### src/rtl/irq_controller.sv
// Fixed-priority interrupt controller: latches and masks sources and runs one handler at a time.
// Define IRQ_EDGE_EN for sticky rising-edge capture; the default build captures level-sensitively.
module irq_controller #(
  parameter int NUM_SRC = 4,
  parameter int ID_W    = 2
) (
  input  logic               clk,
  input  logic               reset,
  input  logic [NUM_SRC-1:0] irq_src,
  input  logic               mask_we,
  input  logic [NUM_SRC-1:0] mask_wdata,
  input  logic               pend_clr_we,
  input  logic [NUM_SRC-1:0] pend_clr,
  input  logic               ker,
  input  logic               irq_ack,
  input  logic               eoi,
  output logic               IRQ,
  output logic [ID_W-1:0]    irq_id,
  output logic [NUM_SRC-1:0] pending,
  output logic [NUM_SRC-1:0] mask_q,
  output logic               busy
);

  typedef enum logic [1:0] {
    IDLE    = 2'd0,
    REQ     = 2'd1,
    SERVICE = 2'd2
  } state_t;

  state_t             state_r;
  logic [NUM_SRC-1:0] elig_s;
  logic [NUM_SRC-1:0] pend_nxt_s;
  logic [ID_W-1:0]    winner_s;

  // Lowest set index wins; index 0 is the highest priority.
  function automatic logic [ID_W-1:0] first_set(input logic [NUM_SRC-1:0] v);
    logic [ID_W-1:0] idx;
    idx = {ID_W{1'b0}};
    for (int i = NUM_SRC - 1; i >= 0; i--) begin
      if (v[i]) begin
        idx = ID_W'(i);
      end else begin
        idx = idx;
      end
    end
    return idx;
  endfunction

  assign elig_s   = pending & mask_q;
  assign winner_s = first_set(elig_s);

`ifdef IRQ_EDGE_EN
  logic [NUM_SRC-1:0] src_q_r;
  logic [NUM_SRC-1:0] set_s;
  logic [NUM_SRC-1:0] clr_s;
  logic [NUM_SRC-1:0] ack_vec_s;

  // Previous-cycle copy of the sources for rising-edge detection.
  always_ff @(posedge clk) begin
    if (reset) begin
      src_q_r <= {NUM_SRC{1'b0}};
    end else begin
      src_q_r <= irq_src;
    end
  end

  // A new edge always beats a same-cycle clear, so no event is lost.
  assign set_s      = irq_src & ~src_q_r;
  assign ack_vec_s  = {{(NUM_SRC-1){1'b0}}, (state_r == REQ) && irq_ack} << irq_id;
  assign clr_s      = (pend_clr_we ? pend_clr : {NUM_SRC{1'b0}}) | ack_vec_s;
  assign pend_nxt_s = set_s | (pending & ~clr_s);
`else
  logic unused_clr_s;

  // Level mode mirrors the lines; only the source itself can retire a request.
  assign pend_nxt_s   = irq_src;
  assign unused_clr_s = ^{pend_clr_we, pend_clr};
`endif

  // Pending/mask registers and the request/service FSM with registered outputs.
  always_ff @(posedge clk) begin
    if (reset) begin
      state_r <= IDLE;
      IRQ     <= 1'b0;
      busy    <= 1'b0;
      irq_id  <= {ID_W{1'b0}};
      pending <= {NUM_SRC{1'b0}};
      mask_q  <= {NUM_SRC{1'b0}};
    end else begin
      pending <= pend_nxt_s;
      if (mask_we) begin
        mask_q <= mask_wdata;
      end else begin
        mask_q <= mask_q;
      end
      case (state_r)
        IDLE: begin
          if ((|elig_s) && !ker) begin
            state_r <= REQ;
            IRQ     <= 1'b1;
            irq_id  <= winner_s;
          end else begin
            state_r <= IDLE;
          end
        end
        REQ: begin
          // irq_id stays frozen here; ack takes precedence over a withdrawn request.
          if (irq_ack) begin
            state_r <= SERVICE;
            IRQ     <= 1'b0;
            busy    <= 1'b1;
          end else if (!elig_s[irq_id]) begin
            state_r <= IDLE;
            IRQ     <= 1'b0;
          end else begin
            state_r <= REQ;
          end
        end
        SERVICE: begin
          if (eoi) begin
            state_r <= IDLE;
            busy    <= 1'b0;
          end else begin
            state_r <= SERVICE;
          end
        end
        default: begin
          state_r <= IDLE;
          IRQ     <= 1'b0;
          busy    <= 1'b0;
        end
      endcase
    end
  end

endmodule

### config.mk
export PLATFORM = sky130hd
export DESIGN_NAME = irq_controller
export DESIGN_NICKNAME = d
export VERILOG_FILES = /design/src/rtl/irq_controller.sv
export SDC_FILE = /design/constraint.sdc
export NUM_CORES = 1
export LEC_CHECK = 0
export BUFFER_PORTS_ARGS = -buffer_cell sky130_fd_sc_hd__buf_2
export CORE_MARGIN = 2
export CORE_UTILIZATION = 30
export DETAILED_ROUTE_END_ITERATION = 8
export GPL_TIMING_DRIVEN = 0
export SLEW_MARGIN = 20
export SYNTH_ARGS = -nofsm -noshare
export SYNTH_HDL_FRONTEND = slang
export SYNTH_SLANG_ARGS = --single-unit
### constraint.sdc
create_clock -name clk -period 3.9 [get_ports clk]
set_input_delay 0.78 -clock clk [delete_from_list [all_inputs] [get_ports clk]]
set_output_delay 0.78 -clock clk [all_outputs]
set_load 0.005 [all_outputs]
== Word-level counts from Yosys, hierarchy flattened ==
Index checks and enable logic that the tools add are counted.

* Word-level logic and storage cells: 41
* Input port bits: 19
* Bits in registers: 14

* Reduce and logical (&&, ||, !) cells: 7
* Multiplexer cells: 18
* $lt $le $gt $ge: 1
* Equality and inequality tests: 6
* Bitwise gates (word level): 3

{| class="wikitable"
|+ Operators by type and width
! kind !! count
|-
| 2-to-1 mux 2 bit || 6
|-
| 2-to-1 mux 1 bit || 8
|-
| inequality test 2 bit (second input constant) || 3
|-
| one-hot mux 1 bit (3 select lines) || 2
|-
| one-hot mux 2 bit (3 select lines) || 1
|-
| AND reduction 3 bit || 2
|-
| bitwise AND 4 bit || 1
|-
| OR reduction 4 bit || 1
|-
| less-than comparator 2 x 3 -> 1 bit (second input constant) || 1
|-
| inequality test 3 bit (second input constant) || 1
|-
| binary-select mux 1 bit (select 2 bit) || 1
|-
| == test 2 x 1 -> 1 bit (second input constant) || 1
|-
| == test 2 bit (second input constant) || 1
|-
| logical NOT 2 bit || 1
|-
| inverter 1 bit || 2
|-
| AND reduction 2 bit || 1
|-
| logical AND 1 bit || 1
|-
| logical NOT 1 bit || 1
|}

== Logic depth before layout (Yosys ltp) ==
* Word-level depth: 6
* Gate-level depth with buffers: 4
* Mapped depth without buffers: 4

== Worst setup path before layout ==
Ideal clock, no wire load.

* Path type: register -> register
* From: reg mask_q[3]
* To: reg IRQ
* Data required time: 3.821 ns
* Setup time: 0.079 ns
* Setup slack: 2.247 ns
* Buffers on the path: 0
* Stages on the path, launching flop included: 5
* Arrival time: 1.574 ns
* Clock period less this slack: 1.653 ns
* Cells stage by stage: dfxtp_1 > nand2_1 > mux4_2 > or4b_4 > a211oi_2

* Longest elaborated chain between the ends: 5

{| class="wikitable"
|+ RTL lines
! element !! RTL line !! source
|-
| from (decl) || 20 || <nowiki>output logic [NUM_SRC-1:0] mask_q,</nowiki>
|-
| from (signal assigned) || 88 || <nowiki>mask_q <= {NUM_SRC{1'b0}};</nowiki>
|-
| from (signal assigned) || 92 || <nowiki>mask_q <= mask_wdata;</nowiki>
|-
| from (signal assigned) || 94 || <nowiki>mask_q <= mask_q;</nowiki>
|-
| bitwise AND 4 bit * || 49 || <nowiki>assign elig_s = pending & mask_q;</nowiki>
|-
| binary-select mux 1 bit (select 2 bit) or OR reduction 4 bit (tied branches) || 112, 98 ||
|-
| 2-to-1 mux 1 bit (not written as such) or logical AND 1 bit (tied branches) || 112, 98 ||
|-
| inequality test 3 bit (no source line) or inequality test 2 bit (tied branches) || - ||
|-
| AND reduction 3 bit (no source line) * || - ||
|-
| to (signal assigned) || 110 || <nowiki>IRQ <= 1'b0;</nowiki>
|-
| to (signal assigned) || 114 || <nowiki>IRQ <= 1'b0;</nowiki>
|-
| to (signal assigned) || 129 || <nowiki>IRQ <= 1'b0;</nowiki>
|-
| to (decl) || 17 || <nowiki>output logic IRQ,</nowiki>
|}

Every way passes the cells marked *; elsewhere a longest branch is shown, timed or not. The select of a mux whose other input is x is not followed.
A chain may end at the register's enable or synchronous reset.

== Worst setup path in the final report ==
* From: reg mask_q[2]
* To: reg IRQ

The elaborated chain is that of the path after synthesis.

==> impl_metrics.csv <==
group,metric,value,unit
finish,n_fill_cell,193,
route,ant_nets,0,
floorplan,dieWidth,47.2,um
sta,rsz0062_at_grt,"no",
route,initialDrtViolationCount,1,
finish,multiInputGateArea,272,um^2
floorplan,dieArea,2230,um^2
floorplan,placementRows,15,
worst_setup_path,endpoint_kind,"register",
yosys,ys_dominant_reg_cell,"dfxtp_1",
yosys,netlist_instances,56,
worst_hold_path,hold_class,"register to register",
floorplan,initial_core_util,32.0,%
run_status,status,"finished, final reports clean",
floorplan,core_area,1750,um^2
worst_setup_path,critPathKind,"register to register",
sta,slew_violations,0,
clock_tree,clkSlewWorstSetupHoldPaths,80,ps
clock_tree,clkLatencyLatePin,280,ps
sta,fmax,582,MHz
route,vias_per_cell,4.61,
finish,antenna_cells,0,
floorplan,io_pins,31,
sta,slew-limit-headroom,67.6,%
worst_setup_path,cp_max_fo,4,
clock_tree,clock-sinks,14,
yosys,synth.ff_latch_count,14,
route,drc,0,
yosys,ys_warn_count,0,
sta,max_slew.worst_pin.slew,486,ps
clock_tree,cts_root_buf,"clkbuf_4",
yosys,synthArstFlopShare,0,%
power,p_leak,0.323,nW
route,vias,502,
global_routing,grt_first_pass_wirelength,1970,um
finish,area_growth,33.6,%
global_routing,grt_pass1_vias,459,
power,power_density,385,nW/um^2
sta,period_share,44.0,%
worst_setup_path,worstPathArrival,1920,ps
placed_design,gp_congestion,0.703,
yosys,netlist-cell-type-count,21,
clock_tree,post_cts_resized,0,
finish,nNetsFinal,104,
yosys,syn_area_per_cell,9.99,um^2
finish,seq_area,280,um^2
power,ir_worst_vdd,202,uV
floorplan,die_y,47.2,um
placed_design,placed_area,711,um^2
sta,tns,0,ps
placed_design,dpl.hpwl,906,um
route,wl,1120,um
sta,setup_viol,0,
finish,drive_gt1_share,38.1,%
finish,finalInstanceArea,747,um^2
global_routing,grt_overflow_total,0,
worst_setup_path,crit_required,4110,ps
placed_design,port-buffer-count,24,
clock_tree,clockBufferDepth,2,
route,wl_per_cell,10.3,um
yosys,synth_edf_count,0,
clock_tree,numCtsBuffers,3,
yosys,synth_area_leaders,"dfxtp_1 (50%), mux2i_1 (7.2%), nor2_1 (4.7%), a211oi_2 (4.5%), nor2b_1 (4.5%)",
route,drt_pass1_iterations,2,
sta,post-route-min-period,1720,ps
global_routing,grtUsageTotal,13.2,%
clock_tree,htreeDepth,1,
yosys,synth.top_cell.area_share,50.1,%
clock_tree,post_cts_buffers,0,
yosys,yosysSeqAreaShare,50.1,%
sta,fin_skew,2.74,ps
finish,final_cell_mix,"buf_2 (24), dfxtp_1 (14), nor2_1 (7), nand2_1 (6)",
sta,hold_viol_final,0,
yosys,syn_nets,75,
yosys,synth_top_area_cell,"dfxtp_1",
yosys,syn_area,559,um^2
clock_tree,cts_hold_buf,0,
global_routing,grt_max_degree,11,
clock_tree,cts_tree,"yes",
worst_setup_path,worstSetupStartpointType,"register",
global_routing,antenna_found_initial,0,
job,maxCapViolations,0,
finish,layout_commonest_cell,"buf_2",
## worst max-delay path, cell delays in order (launching register included)
cell and delay [ps]:
dfxtp_1 380, nand2_1 80, mux4_2 470, or4b_4 510, a211oi_2 210
## through the flow
step | worst slack, ps | total power, mW | instances | util [%] | hold WS (ps)
detailed placement | 2170 | 0.188 | 105 | 40.7 | 455
floorplan | 2250 | 0.173 | 56 | - | 453
finish | 2180 | 0.287 | 109 | 42.8 | 462
CTS | 2170 | 0.292 | 109 | 42.8 | 468
global placement | 2180 | 0.188 | 105 | 40.7 | 442
global route | 2090 | 0.305 | 109 | 42.8 | 491
## where the power goes
group / switching, mW / internal (mW) / total (mW)
registers: 0.00601 / 0.149 / 0.155
clock network: 0.0462 / 0.0568 / 0.103
logic: 0.0129 / 0.0161 / 0.0290
total: 0.0652 / 0.222 / 0.287
## cells by family (layout without fill, tap and decap cells)
kind of cell | after synthesis | in the layout | synth area share, %
compound gates | 13 | 13 | 17.4
mux | 5 | 5 | 11.2
buf+inv | 2 | 30 | 1.34
flops | 14 | 14 | 50.1
simple gates | 22 | 22 | 19.9
## registers in the layout, summed over array words and instances, names as in the netlist
signal and cells:
pending 4, IRQ 1, irq_id 2, state_r 2, mask_q 4, busy 1
## per-layer routing
metal / up-vias / global-route usage, % / wire, um
met5: - / 0 / 0
met4: 0 / 5.00 / 15
met3: 2 / 6.92 / 95
met2: 19 / 20.3 / 493
met1: 220 / 15.5 / 514
li1: 261 / - / -
## path summary, 6_finish.rpt
| check | slack [ps] | startpoint | endpoint | depth (start not counted) |
|---|---|---|---|---|
| setup / recovery | 2180 | mask_q[2]$_SDFFE_PP0P_ | IRQ$_SDFFE_PP0P_ | 4 |
| hold / removal | 460 | busy$_SDFFE_PP0P_ | busy$_SDFFE_PP0P_ | 2 |
| hold reg to reg | 460 | busy$_SDFFE_PP0P_ | busy$_SDFFE_PP0P_ | 2 |
| setup reg to reg | 2180 | mask_q[2]$_SDFFE_PP0P_ | IRQ$_SDFFE_PP0P_ | 4 |
## layout make-up
cell class | count | share of cell area [%]
flip-flops and latches | 14 | 37.5
well taps | 25 | 4.19
plain buffers | 2 | 1.01
multi-input cells | 40 | 36.3
clock buffers | 4 | 4.86
repair buffers | 24 | 16.1
## synthesized netlist by cell type, types with 2 or more instances
library cell and number:
dfxtp_1 14, a21oi_1 4, a211oi_2 2, nor2b_1 4, nor2_1 7, a22o_1 2
mux2i_1 4, nand2_1 6
Power figures use the tool's default switching activity.
